## config.mk

```make
export PLATFORM = sky130hd
export DESIGN_NAME = bob_wport_arb_flat
export DESIGN_NICKNAME = d
export VERILOG_FILES = /design/src/rtl/bob_wport_arb_if.sv /design/src/rtl/bob_wport_arb.sv /design/src/flat_wrapper.sv
export SDC_FILE = /design/constraint.sdc
export NUM_CORES = 1
export LEC_CHECK = 0
export CELL_PAD_IN_SITES_DETAIL_PLACEMENT = 0
export CELL_PAD_IN_SITES_GLOBAL_PLACEMENT = 1
export CORE_MARGIN = 10
export CORE_UTILIZATION = 49
export CTS_BUF_LIST = sky130_fd_sc_hd__clkbuf_2
export DETAILED_ROUTE_END_ITERATION = 8
export DONT_BUFFER_PORTS = 1
export GPL_ROUTABILITY_DRIVEN = 0
export PLACE_DENSITY = 0.82
export REMOVE_ABC_BUFFERS = 1
export SLEW_MARGIN = 15
export SYNTH_ARGS = -nofsm -noshare
export SYNTH_HDL_FRONTEND = slang
export SYNTH_SLANG_ARGS = --single-unit
```

## constraint.sdc

```tcl
create_clock -name clk -period 4.3 [get_ports clk]
set_input_delay 0.43 -clock clk [delete_from_list [all_inputs] [get_ports clk]]
set_output_delay 0.43 -clock clk [all_outputs]
set_load 0.01 [all_outputs]
```

## src/rtl/bob_wport_arb_if.sv

```systemverilog
// Bus bundle between the bob write-port arbiter and its writers / bob_ram write port.
// The slave modport is the arbiter's view; master is the writers' and RAM's view.
interface bob_wport_arb_if #(
  parameter int ADDR_WIDTH = 6,
  parameter int DATA_WIDTH = 64
);
  logic                    except;
  logic                    alloc_en;
  logic [ADDR_WIDTH-1:0]   alloc_addr;
  logic [DATA_WIDTH-1:0]   alloc_data;
  logic                    alloc_stall;
  logic [2:0]              upd_valid;
  logic [3*ADDR_WIDTH-1:0] upd_addr;
  logic [3*DATA_WIDTH-1:0] upd_data;
  logic [2:0]              upd_ready;
  logic [ADDR_WIDTH-1:0]   write_addr;
  logic [DATA_WIDTH-1:0]   write_data;
  logic                    write_wen;

  modport slave (
    input  except, alloc_en, alloc_addr, alloc_data, upd_valid, upd_addr, upd_data,
    output alloc_stall, upd_ready, write_addr, write_data, write_wen
  );

  modport master (
    output except, alloc_en, alloc_addr, alloc_data, upd_valid, upd_addr, upd_data,
    input  alloc_stall, upd_ready, write_addr, write_data, write_wen
  );
endinterface

```

## src/rtl/bob_wport_arb.sv

```systemverilog
// Shares the single bob_ram write port between in-order allocation and three
// buffered out-of-order update requesters, with round-robin and anti-starvation.
module bob_wport_arb #(
  parameter int ADDR_WIDTH = 6,
  parameter int DATA_WIDTH = 64,
  parameter int STARVE_LIM = 4
) (
  input logic           clk,
  input logic           rst,
  bob_wport_arb_if.slave bus
);
  localparam int EW = ADDR_WIDTH + DATA_WIDTH;
  localparam int SW = $clog2(STARVE_LIM + 1);

  logic [2:0]    push, pop, nonempty, ready;
  logic [EW-1:0] head [3];

  logic          any_pend, found, stall;
  logic          alloc_grant, upd_grant;
  logic [1:0]    winner, cand, rr_ptr_q, rr_ptr_d;
  logic [2:0]    sum;
  logic [SW-1:0] starve_q, starve_d;
  logic [EW-1:0] sel_entry;

  logic                  write_wen_q;
  logic [ADDR_WIDTH-1:0] write_addr_q;
  logic [DATA_WIDTH-1:0] write_data_q;

  generate
    for (genvar gi = 0; gi < 3; gi++) begin : g_fifo
      logic [EW-1:0] mem_q [2];
      logic          wr_ptr_q, rd_ptr_q;
      logic [1:0]    cnt_q, cnt_d;

      // Ready comes from registered count only, so a same-cycle pop never frees a slot.
      assign ready[gi]    = (cnt_q < 2'd2);
      assign nonempty[gi] = (cnt_q != 2'd0);
      assign push[gi]     = bus.upd_valid[gi] && ready[gi] && !bus.except;
      assign pop[gi]      = upd_grant && (winner == 2'(gi));
      assign head[gi]     = mem_q[rd_ptr_q];

      always_comb begin
        cnt_d = cnt_q;
        case ({push[gi], pop[gi]})
          2'b10:   cnt_d = cnt_q + 2'd1;
          2'b01:   cnt_d = cnt_q - 2'd1;
          default: cnt_d = cnt_q;
        endcase
      end

      always_ff @(posedge clk) begin
        if (rst || bus.except) begin
          cnt_q    <= 2'd0;
          wr_ptr_q <= 1'b0;
          rd_ptr_q <= 1'b0;
        end else begin
          cnt_q <= cnt_d;
          if (push[gi]) wr_ptr_q <= ~wr_ptr_q;
          if (pop[gi])  rd_ptr_q <= ~rd_ptr_q;
        end
      end

      always_ff @(posedge clk) begin
        if (push[gi])
          mem_q[wr_ptr_q] <= {bus.upd_addr[gi*ADDR_WIDTH +: ADDR_WIDTH],
                              bus.upd_data[gi*DATA_WIDTH +: DATA_WIDTH]};
      end
    end
  endgenerate

  assign any_pend    = |nonempty;
  assign stall       = (starve_q == SW'(STARVE_LIM));
  assign alloc_grant = bus.alloc_en && !stall && !bus.except;

  // First non-empty FIFO at or after rr_ptr, wrapping mod 3.
  always_comb begin
    winner = rr_ptr_q;
    found  = 1'b0;
    sum    = 3'd0;
    cand   = 2'd0;
    for (int k = 0; k < 3; k++) begin
      sum  = {1'b0, rr_ptr_q} + 3'(k);
      cand = (sum >= 3'd3) ? 2'(sum - 3'd3) : sum[1:0];
      if (!found && nonempty[cand]) begin
        winner = cand;
        found  = 1'b1;
      end
    end
  end

  assign upd_grant = !alloc_grant && found && !bus.except;
  assign sel_entry = alloc_grant ? {bus.alloc_addr, bus.alloc_data} : head[winner];

  always_comb begin
    rr_ptr_d = rr_ptr_q;
    starve_d = starve_q;
    if (upd_grant)
      rr_ptr_d = (winner == 2'd2) ? 2'd0 : winner + 2'd1;
    if (upd_grant || !any_pend)
      starve_d = '0;
    else if (alloc_grant && !stall)
      starve_d = starve_q + SW'(1);
  end

  always_ff @(posedge clk) begin
    if (rst || bus.except) begin
      rr_ptr_q <= 2'd0;
      starve_q <= '0;
    end else begin
      rr_ptr_q <= rr_ptr_d;
      starve_q <= starve_d;
    end
  end

  // Address/data hold their last value on idle cycles.
  always_ff @(posedge clk) begin
    if (rst) begin
      write_wen_q  <= 1'b0;
      write_addr_q <= '0;
      write_data_q <= '0;
    end else begin
      write_wen_q <= alloc_grant || upd_grant;
      if (alloc_grant || upd_grant) begin
        write_addr_q <= sel_entry[EW-1 -: ADDR_WIDTH];
        write_data_q <= sel_entry[DATA_WIDTH-1:0];
      end
    end
  end

  assign bus.alloc_stall = stall;
  assign bus.upd_ready   = ready;
  assign bus.write_wen   = write_wen_q;
  assign bus.write_addr  = write_addr_q;
  assign bus.write_data  = write_data_q;
endmodule

```

## src/flat_wrapper.sv

```systemverilog
// flat-port wrapper written by rule: the top's interface ports become plain ports
module bob_wport_arb_flat 
#(
  parameter int ADDR_WIDTH = 6,
  parameter int DATA_WIDTH = 64,
  parameter int STARVE_LIM = 4
)
  (clk, rst, bus_except, bus_alloc_en, bus_alloc_addr, bus_alloc_data, bus_upd_valid, bus_upd_addr, bus_upd_data, bus_alloc_stall, bus_upd_ready, bus_write_addr, bus_write_data, bus_write_wen);
  bob_wport_arb_if #(.ADDR_WIDTH(ADDR_WIDTH), .DATA_WIDTH(DATA_WIDTH)) bus_i ();
  input logic clk;
  input logic rst;
  input wire logic [$bits(bus_i.except)-1:0] bus_except;
  input wire logic [$bits(bus_i.alloc_en)-1:0] bus_alloc_en;
  input wire logic [$bits(bus_i.alloc_addr)-1:0] bus_alloc_addr;
  input wire logic [$bits(bus_i.alloc_data)-1:0] bus_alloc_data;
  input wire logic [$bits(bus_i.upd_valid)-1:0] bus_upd_valid;
  input wire logic [$bits(bus_i.upd_addr)-1:0] bus_upd_addr;
  input wire logic [$bits(bus_i.upd_data)-1:0] bus_upd_data;
  output wire logic [$bits(bus_i.alloc_stall)-1:0] bus_alloc_stall;
  output wire logic [$bits(bus_i.upd_ready)-1:0] bus_upd_ready;
  output wire logic [$bits(bus_i.write_addr)-1:0] bus_write_addr;
  output wire logic [$bits(bus_i.write_data)-1:0] bus_write_data;
  output wire logic [$bits(bus_i.write_wen)-1:0] bus_write_wen;
  assign bus_i.except = bus_except;
  assign bus_i.alloc_en = bus_alloc_en;
  assign bus_i.alloc_addr = bus_alloc_addr;
  assign bus_i.alloc_data = bus_alloc_data;
  assign bus_i.upd_valid = bus_upd_valid;
  assign bus_i.upd_addr = bus_upd_addr;
  assign bus_i.upd_data = bus_upd_data;
  assign bus_alloc_stall = bus_i.alloc_stall;
  assign bus_upd_ready = bus_i.upd_ready;
  assign bus_write_addr = bus_i.write_addr;
  assign bus_write_data = bus_i.write_data;
  assign bus_write_wen = bus_i.write_wen;
  bob_wport_arb #(.ADDR_WIDTH(ADDR_WIDTH), .DATA_WIDTH(DATA_WIDTH), .STARVE_LIM(STARVE_LIM)) u_core (.clk(clk), .rst(rst), .bus(bus_i));
endmodule
```

==> results of run 1 <==
kinds of logic after synthesis:
group / Yosys count / share of synthesized area [%]
xor gates and xnor gates: 14 / 0.593
adders and majority gates: 8 / 0.484
buffers and inverters: 106 / 2.26
and+or+nand+nor: 233 / 5.32
AOI/OAI and AO/OA: 196 / 9.18
DFF: 511 / 69.8
muxes: 246 / 12.4
stage by stage:
| step | hold slack [ns] | std cells | setup TNS [ns] | setup WS, ns |
|---|---|---|---|---|
| floorplan | 0.453 | 1220 | -168.42 | -2.45 |
| global placement | 0.464 | 1786 | 0 | 1.10 |
| detailed placement | 0.476 | 1786 | 0 | 0.957 |
cells in the mapped netlist, drive strengths merged, types with 2 or more instances:
cell | n | area (sq um)
edfxtp | 420 | 12600
mux2i | 168 | 1680
nor2 | 95 | 374
dfxtp | 91 | 1820
mux2 | 78 | 878
nor3 | 68 | 345
clkbuf | 67 | 251
a2111oi | 62 | 853
a22oi | 49 | 368
nand2 | 28 | 105
buf | 27 | 171
a211o | 13 | 114
a211oi | 13 | 118
a32oi | 13 | 114
nor2b | 13 | 81.3
inv | 12 | 45.0
or3 | 12 | 75.1
o21ai | 11 | 55.1
xnor2 | 10 | 87.6
a221oi | 9 | 85.1
a21oi | 8 | 40.0
ha | 8 | 100
o211ai | 8 | 60.1
nand2b | 5 | 31.3
xor2 | 4 | 35.0
nor4 | 3 | 25.0
or2 | 3 | 18.8
a21o | 2 | 16.3
==> reports/summary.txt, run 1 <==
Status -> stopped before the end
Failed at -> 4_1_cts
Error -> [ERROR RSZ-0060] Max buffer count reached.
Port Buffers -> 0
CTS Sinks -> 511
Post_cts resized -> 0
IO Pins -> 362
Postcts setup bufs -> 0
Die extent in y -> 225 microns
Syn Inst Count -> 1314
Post-Synthesis Cell Area -> 0.0207 sq mm
Post-synthesis register bit count -> 511
Top_reg_cell synth -> edfxtp_1
Root buffer selected by CTS -> clkbuf_2
Seq/Total Area, Yosys -> 69.8%
Number of synthesized flops with an enable pin -> 420
H-tree depth -> 3
Hold buffers post-CTS -> 405
Initial Utilization -> 49.4%
CTS Buf Count -> 121
FFs w/ async S/R, synth -> 0%
Yosys warns -> 0
Post-Place Cell Area -> 0.0214 sq mm
Max clock buf depth -> 3
HPWL Detailed -> 34400 microns
Die width -> 225 microns
Syn Area/Cell -> 15.7 sq um
# rows -> 75
Synth cell types -> 55
==> run 2, diff against run 1 <==
- CELL_PAD_IN_SITES_DETAIL_PLACEMENT: 0 -> default
- CELL_PAD_IN_SITES_GLOBAL_PLACEMENT: 1 -> default
- CORE_UTILIZATION: 49 -> 40
- CTS_BUF_LIST: sky130_fd_sc_hd__clkbuf_2 -> default
- PLACE_DENSITY: 0.82 -> default
- PLACE_DENSITY_LB_ADDON: default -> 0.15
- clock period: 4.3 -> 5.6 ns (I/O delays scaled with it)
==> reports/summary.txt, run 2 <==
Final nets -> 1612
Combinational power share -> 7.4%
Min Clock Period, post-route -> 3.85 ns
Slew Limit Fails -> 0
Buf/Inv on CP -> 3
CTS tree -> built
# rows -> 83
Routed vias/inst -> 5.66
Multi-input combinational cell area -> 0.00587 sq mm
Synth cell types -> 55
Max reg flops -> 420
Initial DRC count -> 711
CTS Buf Count -> 55
H-tree depth -> 2
Reg with most FFs -> u_core.g_fifo.mem_q
Routed length per instance -> 29.7 microns
Post_cts resized -> 0
Commonest non-fill, non-tap cell in the layout -> edfxtp_1
Most common cell in the netlist -> edfxtp_1
CTS clk-pin slew, worst paths -> 0.06 ns
Worst-skew pair later-pin latency -> 0.60 ns
Die extent in y -> 247 microns
Die area -> 0.0612 sq mm
HPWL Detailed -> 36700 microns
Worst-Margin Slew -> 1.12 ns
Fillers -> 4535
Hold violation count in the final report -> 0
Syn Area/Cell -> 15.7 sq um
DR vias -> 11600
Residual DRC -> 0
Net Sw Power -> 1.95 mW
R2R setup slack -> 1.75 ns
Setup_tns -> 0 ns
Initial antenna violation count -> 11
Largest fanout on the critical path -> 40
FF-to-FF Start -> u_core.rr_ptr_q[0]
Seq/Total Area, Yosys -> 69.8%
Port Buffers -> 0
First-pass GRT wire length -> 85700 microns
Most frequent CP cell -> buf_4
Max Cap Viol -> 0
WHS -> 0.0505 ns
Hold crit path type -> input pin to flop
Routed WL -> 60800 microns
RSZ-0062 raised after global routing -> no
Fmax -> 260 MHz
Total Routing Usage GR -> 19.3%
Synth top area share -> 61.0%
Largest net degree at the start of global routing -> 75
Crit Reg-Reg Endpoint -> u_core.bus.write_addr[4]
Post-Synthesis Cell Area -> 0.0207 sq mm
Root buffer selected by CTS -> clkbuf_16
# setup viols final -> 0
Post-synthesis register bit count -> 511
Most common library cells after synthesis -> 420 x edfxtp_1, 168 x mux2i_1, 92 x nor2_1
Pwr dens -> 364 mW/mm^2
Worst vdd ir -> 0.337 mV
Status -> finished clean
CP required -> 6.05 ns
Sw Share -> 22.9%
Die width -> 247 microns
Highest-count cells in the layout ignoring fill and taps -> 420 x edfxtp_1, 168 x mux2i_1, 88 x dfxtp_1
Share of layout cells above drive strength 1 -> 18.8%
Cell-by-cell listing of the critical path -> inv_1 -> ha_1 -> or2_1 -> o22ai_2 -> nor3_2 -> a211oi_4 -> buf_4 -> buf_4 -> a32oi_1 -> a2111oi_0
FF/Latch Area -> 0.0144 sq mm
Initial DRT Pass Iterations -> 5
Final ANT Viol Nets -> 0
Slowest stage cell, crit path -> buf_4
Startpoint Class -> flop
Register share of total power -> 51.4%
Leakage -> 7.22 nW
Grt total ovfl -> 0
Max-slew headroom -> 25.5%
Layout area overhead -> 13.1%
IO Pins -> 362
Core Area -> 0.0513 sq mm
Setup crit end -> u_core.bus.write_addr[4]
FFs w/ async S/R, synth -> 0%
Worst setup path category -> flop to flop
Final worst clock skew -> 0.0184 ns
Top_reg_cell synth -> edfxtp_1
Max clock buf depth -> 3
Cell family with most CP delay -> buffers and inverters
Critical path's largest stage delay -> 0.64 ns
Worst EP arrival -> 4.30 ns
Part of the power in the clock network -> 41.2%
CTS Sinks -> 511
Post-synth top area cell -> edfxtp_1
Syn Inst Count -> 1314
Largest cells by area after synthesis -> edfxtp_1 61%, dfxtp_1 8.8%, mux2i_1 8.1%, mux2_2 4.2%, a2111oi_2 3.6%
Crit path depth -> 10
Period utilisation layout -> 68.7%
FF-to-FF path depth -> 10
Initial Utilization -> 40.3%
Number of synthesized flops with an enable pin -> 420
Worst Setup SP -> u_core.rr_ptr_q[0]
Vias in the first global route -> 12000
Pint -> 6.57 mW
Yosys warns -> 0
Critical path endpoint category -> flop
run 2: cell counts after synthesis:
No cell type changed its count.
run 2: worst min path at each step:
| stage | start | end | slack (ns) | depth (start not counted) |
|---|---|---|---|---|
| 6_report | bus_upd_data[140] | u_core.g_fifo[2].mem_q[1][12] | 0.05 | 0 |
| 5_1_grt | bus_upd_data[7] | u_core.g_fifo[0].mem_q[1][7] | 0.02 | 0 |
| 4_1_cts | bus_upd_data[7] | u_core.g_fifo[0].mem_q[1][7] | 0.0002 | 0 |
| 3_5_place_dp | u_core.starve_q[1] | u_core.starve_q[1] | 0.47 | 2 |
| 3_3_place_gp | u_core.starve_q[1] | u_core.starve_q[1] | 0.46 | 2 |
| 2_1_floorplan | u_core.starve_q[1] | u_core.starve_q[1] | 0.45 | 2 |
run 2: logic make-up after synthesis:
kind of cell | synth area share (%)
mux | 12.4
flops | 69.8
buf+inv | 2.26
simple gates | 5.32
fa+ha+maj | 0.484
xor+xnor | 0.593
compound gates | 9.18
run 2: final cells by class:
type / instances / area share, %
inverters: 12 / 0.193
well taps: 680 / 3.64
clock inverters: 18 / 0.792
multi-input cells: 697 / 25.1
flip-flops and latches: 511 / 61.7
diodes: 8 / 0.0856
clock buffers: 83 / 6.64
repair buffers: 40 / 1.81
run 2: worst reg2reg max path: stages, from the launching register on:
cell and delay (ns):
dfxtp_1 0.37, inv_1 0.08, ha_1 0.42, or2_1 0.30, o22ai_2 0.20, nor3_2 0.15, a211oi_4 0.28, buf_4 0.50
buf_4 0.72, a32oi_1 0.22, a2111oi_0 0.46
run 2: what timing repair did:
item                      CTS  global route
hold endpoints to repair   25             0
setup buffers               0             0
hold buffers               16             0
run 2: routing by layer:
metal / track usage, % / up-vias / routed length (microns)
met2: 32.6 / 368 / 30100
met4: 5.83 / 12 / 1500
met5: 0 / - / 92
met1: 22.3 / 5920 / 23300
met3: 7.41 / 113 / 5800
li1: - / 5176 / -
run 2: power groups by stage:
stage	Combinational, mW	Sequential (mW)	Clock (mW)
2_1_floorplan	0.462	4.44	0
3_3_place_gp	0.619	4.46	0
3_5_place_dp	0.627	4.46	0
4_1_cts	0.642	4.38	3.60
5_1_grt	0.692	4.39	3.75
6_report	0.635	4.38	3.51
run 2: per-stage QoR:
stage | utilization [%] | setup WS (ns) | instance area (sq um) | std cells | power (mW)
floorplan | - | -1.15 | 20300 | 1220 | 4.90
global placement | 41.8 | 1.93 | 21400 | 1923 | 5.08
detailed placement | 41.8 | 1.80 | 21400 | 1923 | 5.09
CTS | 45.5 | 1.77 | 23300 | 2040 | 8.63
global route | 45.6 | 1.52 | 23400 | 2047 | 8.83
finish | 45.6 | 1.75 | 23400 | 2049 | 8.52
Power figures use the tool's default switching activity.
==> run 3, diff against run 2 <==
- clock period: 5.6 -> 3.6 ns (I/O delays scaled with it)
==> reports/summary.txt, run 3 (synthesized netlist as in run 2, its figures left out) <==
Pre-CTS WS -> 0.267 ns
Residual DRC -> 0
Post-Place Cell Area -> 0.0216 sq mm
Fmax -> 300 MHz
Util after Layout -> 50.7%
# rows -> 83
CP required -> 4.11 ns
HPWL Detailed -> 36700 microns
Cell-by-cell listing of the critical path -> inv_1 -> ha_1 -> or2_1 -> o22ai_2 -> nor3_2 -> a211oi_4 -> nor4_2 -> ha_1 -> or3_1 -> a21oi_1
H-tree depth -> 2
Slowest stage cell, crit path -> nor3_2
FF-to-FF Start -> u_core.rr_ptr_q[0]
Initial DRC count -> 758
Commonest non-fill, non-tap cell in the layout -> edfxtp_1
Max clock buf depth -> 3
Worst EP arrival -> 3.85 ns
Post_cts resized -> 0
CTS Buf Count -> 54
Reg with most FFs -> u_core.g_fifo.mem_q
Postcts setup bufs -> 0
Period utilisation layout -> 92.7%
Fin area -> 0.0260 sq mm
First-pass GRT wire length -> 88800 microns
Min Clock Period, post-route -> 3.34 ns
Cell family with most CP delay -> simple AND/OR/NAND/NOR gates
Fillers -> 4429
Vias in the first global route -> 13400
Critical path endpoint category -> flop
Final ANT Viol Nets -> 0
Hold Crit Depth -> 2
Largest fanout on the critical path -> 10
Routed vias/inst -> 5.54
CTS clk-pin slew, worst paths -> 0.06 ns
Hold Path Origin -> bus_alloc_data[29]
# setup viols final -> 0
Core Area -> 0.0513 sq mm
Worst setup path category -> flop to flop
Max reg flops -> 420
Part of the power in the clock network -> 39.0%
Worst Setup SP -> u_core.rr_ptr_q[0]
Die width -> 247 microns
Buf/Inv on CP -> 1
Critical path's largest stage delay -> 0.55 ns
Hold crit path type -> input pin to flop
RSZ-0062 raised after global routing -> no
Startpoint Class -> flop
Grt total ovfl -> 0
CTS Sinks -> 511
Combinational power share -> 9.9%
Slew Limit Fails -> 0
Net Sw Power -> 3.12 mW
Leakage -> 8.30 nW
Worst vdd ir -> 0.384 mV
CTS tree -> built
Final nets -> 1875
Routed length per instance -> 26.3 microns
Initial DRT Pass Iterations -> 5
Share of layout cells above drive strength 1 -> 15.8%
Crit path depth -> 10
Initial antenna violation count -> 14
Root buffer selected by CTS -> clkbuf_16
Worst-Margin Slew -> 0.934 ns
Die extent in y -> 247 microns
Max-slew headroom -> 37.7%
Status -> finished clean
Register share of total power -> 51.1%
Final worst clock skew -> 0.0179 ns
Total power -> 13.3 mW
IO Pins -> 362
Hold violation count in the final report -> 0
Initial Utilization -> 40.3%
Worst-skew pair later-pin latency -> 0.59 ns
Port Buffers -> 0
Max Cap Viol -> 0
Largest net degree at the start of global routing -> 74
Pint -> 10.2 mW
Die area -> 0.0612 sq mm
Total Routing Usage GR -> 19.4%
Routed WL -> 60800 microns
Most frequent CP cell -> ha_1
Layout area overhead -> 25.7%
Worst setup margin -> 0.262 ns
FF-to-FF path depth -> 10
Pwr dens -> 512 mW/mm^2
Sw Share -> 23.5%
DR vias -> 12800
Highest-count cells in the layout ignoring fill and taps -> 420 x edfxtp_1, 270 x dlygate4sd3_1, 168 x mux2i_1
[run 3: cell types whose count changed in the layout (fill, tap and decap cells not counted), sizes merged]
cell	delta
buf	+10
dlygate4sd3	+254
clkinvlp	-1
clkbuf	-13
clkinv	+12
bufinv	-1
[run 3: power by group through the flow]
stage	clock, mW	combinational (mW)	sequential (mW)
after global routing	5.58	1.42	6.82
after floorplan	0	0.719	6.90
final	5.19	1.32	6.80
after CTS	5.32	1.32	6.80
after detailed placement	0	0.999	6.93
after global placement	0	0.986	6.93
[run 3: worst paths after layout]
check,endpoint,slack (ns)
worst max-delay path,u_core.g_fifo[2].cnt_q[1],0.26
worst min-delay path,u_core.bus.write_data[29],0.04
worst max register to register,u_core.g_fifo[2].cnt_q[1],0.26
worst min register to register,u_core.starve_q[1],0.48
[run 3: layout make-up]
cell class	count	area, sq um	share of cell area [%]
flip-flops and latches	511	14400	55.6
multi-input cells	697	5870	22.6
repair buffers	304	3140	12.1
clock buffers	70	1440	5.55
well taps	680	851	3.27
clock inverters	28	186	0.717
inverters	12	45.0	0.173
diodes	8	20.0	0.0770
[run 3: per-stage QoR]
step                cells  TNS, ns  hold slack (ns)
floorplan            1220  -395.35            0.429
global placement     1933        0            0.456
detailed placement   1933        0            0.459
CTS                  2302        0          0.00251
global route         2309        0           0.0108
finish               2310        0           0.0378
[run 3: routing by layer]
layer	GRT usage, %	share of wire (%)	vias up
li1	-	-	5706
met1	24.7	41	6573
met2	32.8	50	427
met3	4.79	6.6	73
met4	4.70	1.6	14
met5	0	0.13	-
[run 3: timing repair]
action,in CTS,in global routing
endpoints found under the hold margin,493,0
endpoints found under the setup margin,0,0
hold buffers,271,0
==> run 4, diff against run 3 <==
- CORE_UTILIZATION: 40 -> 63
==> reports/summary.txt, run 4 (synthesized netlist as in run 2, its figures left out) <==
Status -> finished clean
CTS Buf Count -> 50
# setup viols final -> 0
Fillers -> 1700
Total power -> 13.5 mW
Routed length per instance -> 29.5 microns
H-tree depth -> 2
Residual DRC -> 0
Worst-skew pair later-pin latency -> 0.58 ns
Critical path endpoint category -> flop
CTS Sinks -> 511
Startpoint Class -> flop
Worst-Margin Slew -> 0.887 ns
Worst Setup SP -> u_core.rr_ptr_q[0]
Non-filler cells, final -> 2046
Leakage -> 8.23 nW
Share of layout cells above drive strength 1 -> 16.5%
CP required -> 4.03 ns
Min Clock Period, post-route -> 3.52 ns
Initial DRC count -> 1215
Die area -> 0.0405 sq mm
Highest-count cells in the layout ignoring fill and taps -> 420 x edfxtp_1, 244 x dlygate4sd3_1, 168 x mux2i_1
DR vias -> 13300
Combinational power share -> 9.8%
Hold violation count in the final report -> 0
Grt total ovfl -> 0
Total Routing Usage GR -> 28.5%
Final ANT Viol Nets -> 0
CTS clk-pin slew, worst paths -> 0.06 ns
Fmax -> 284 MHz
Largest net degree at the start of global routing -> 74
WHS -> 0.00238 ns
Commonest non-fill, non-tap cell in the layout -> edfxtp_1
FF-to-FF Start -> u_core.rr_ptr_q[0]
Hold Path Origin -> bus_alloc_data[22]
Final nets -> 1845
Slowest stage cell, crit path -> nor4_1
FF-to-FF path depth -> 10
Critical path's largest stage delay -> 0.59 ns
Hold crit path type -> input pin to flop
Reg with most FFs -> u_core.g_fifo.mem_q
Period utilisation layout -> 97.7%
DP Cell Count -> 1693
Net Sw Power -> 3.07 mW
Worst setup path category -> flop to flop
Routed WL -> 60400 microns
Layout area overhead -> 23.3%
Die extent in y -> 201 microns
Root buffer selected by CTS -> clkbuf_16
Max reg flops -> 420
Core Area -> 0.0325 sq mm
Cell-by-cell listing of the critical path -> inv_1 -> ha_1 -> nor3_1 -> o32ai_1 -> nor4_1 -> a211oi_2 -> nor2_4 -> buf_12 -> a22oi_1 -> a2111oi_2
Max Cap Viol -> 0
Routed vias/inst -> 6.49
Port Buffers -> 0
Sw Share -> 22.8%
HPWL Detailed -> 33200 microns
Worst vdd ir -> 0.537 mV
IO Pins -> 362
CTS tree -> built
Initial antenna violation count -> 11
Pint -> 10.4 mW
Vias in the first global route -> 13800
First-pass GRT wire length -> 88300 microns
Max-slew headroom -> 40.9%
Initial DRT Pass Iterations -> 6
Die width -> 201 microns
Worst EP arrival -> 3.95 ns
Part of the power in the clock network -> 39.7%
# rows -> 66
Final worst clock skew -> 0.0214 ns
Pwr dens -> 529 mW/mm^2
Initial Utilization -> 63.7%
Largest fanout on the critical path -> 58
Max clock buf depth -> 3
Register share of total power -> 50.5%
Hold Crit Depth -> 2
Slew Limit Fails -> 0
-- run 4: power groups by stage --
stage          Sequential (mW)  Clock [mW]  Combinational [mW]
6_report                  6.81        5.36                1.32
3_5_place_dp              6.93           0               0.963
5_1_grt                   6.83        5.60                1.40
3_3_place_gp              6.92           0               0.940
4_1_cts                   6.80        5.34                1.26
2_1_floorplan             6.90           0               0.719
-- run 4: what timing repair did --
item / CTS / global route
buffers inserted: 0 / 1
hold buffers: 245 / 0
resized for setup: 0 / 4
setup endpoints to repair: 0 / 5
hold endpoints to repair: 493 / 0
-- run 4: final timing paths --
check	endpoint	slack, ns
min reg2reg	u_core.starve_q[1]	0.50
max reg2reg	u_core.bus.write_data[31]	0.08
max	u_core.bus.write_data[31]	0.08
min	u_core.bus.write_data[22]	0.002
-- run 4: cell type report --
cell class / instances / area (sq um) / share of cell area, %
antenna: 14 / 35.0 / 0.137
sequential: 511 / 14400 / 56.6
inverter: 12 / 45.0 / 0.177
tap: 442 / 553 / 2.17
timing repair buffer: 278 / 2850 / 11.2
clock inverter: 11 / 163 / 0.638
multi-input combinational: 697 / 5880 / 23.0
clock buffer: 81 / 1540 / 6.03
-- run 4: stage by stage --
step	cell area, sq um	TNS [ns]	utilization [%]	worst slack, ns
CTS	25400	0	78.4	0.237
finish	25500	0	78.6	0.0830
global placement	21300	0	65.5	0.397
detailed placement	21300	0	65.5	0.194
global route	25500	-0.120	78.5	-0.0628
floorplan	20300	-395.35	-	-3.15
-- run 4: worst max-delay path: cells and delay by family (launching register included) --
kind	cells	cell delay [ns]
adder cells (fa/ha/maj)	1	0.30
AO/OA/AOI/OAI	4	1.12
buffers and inverters	2	0.38
AND/OR/NAND/NOR	3	1.10
flip-flops	1	0.38
-- run 4: routing by layer --
layer | global-route usage [%] | wire [microns]
met5 | 0 | 0
met4 | 9.18 | 1390
met3 | 6.70 | 5710
met2 | 48.7 | 30600
met1 | 35.4 | 22700
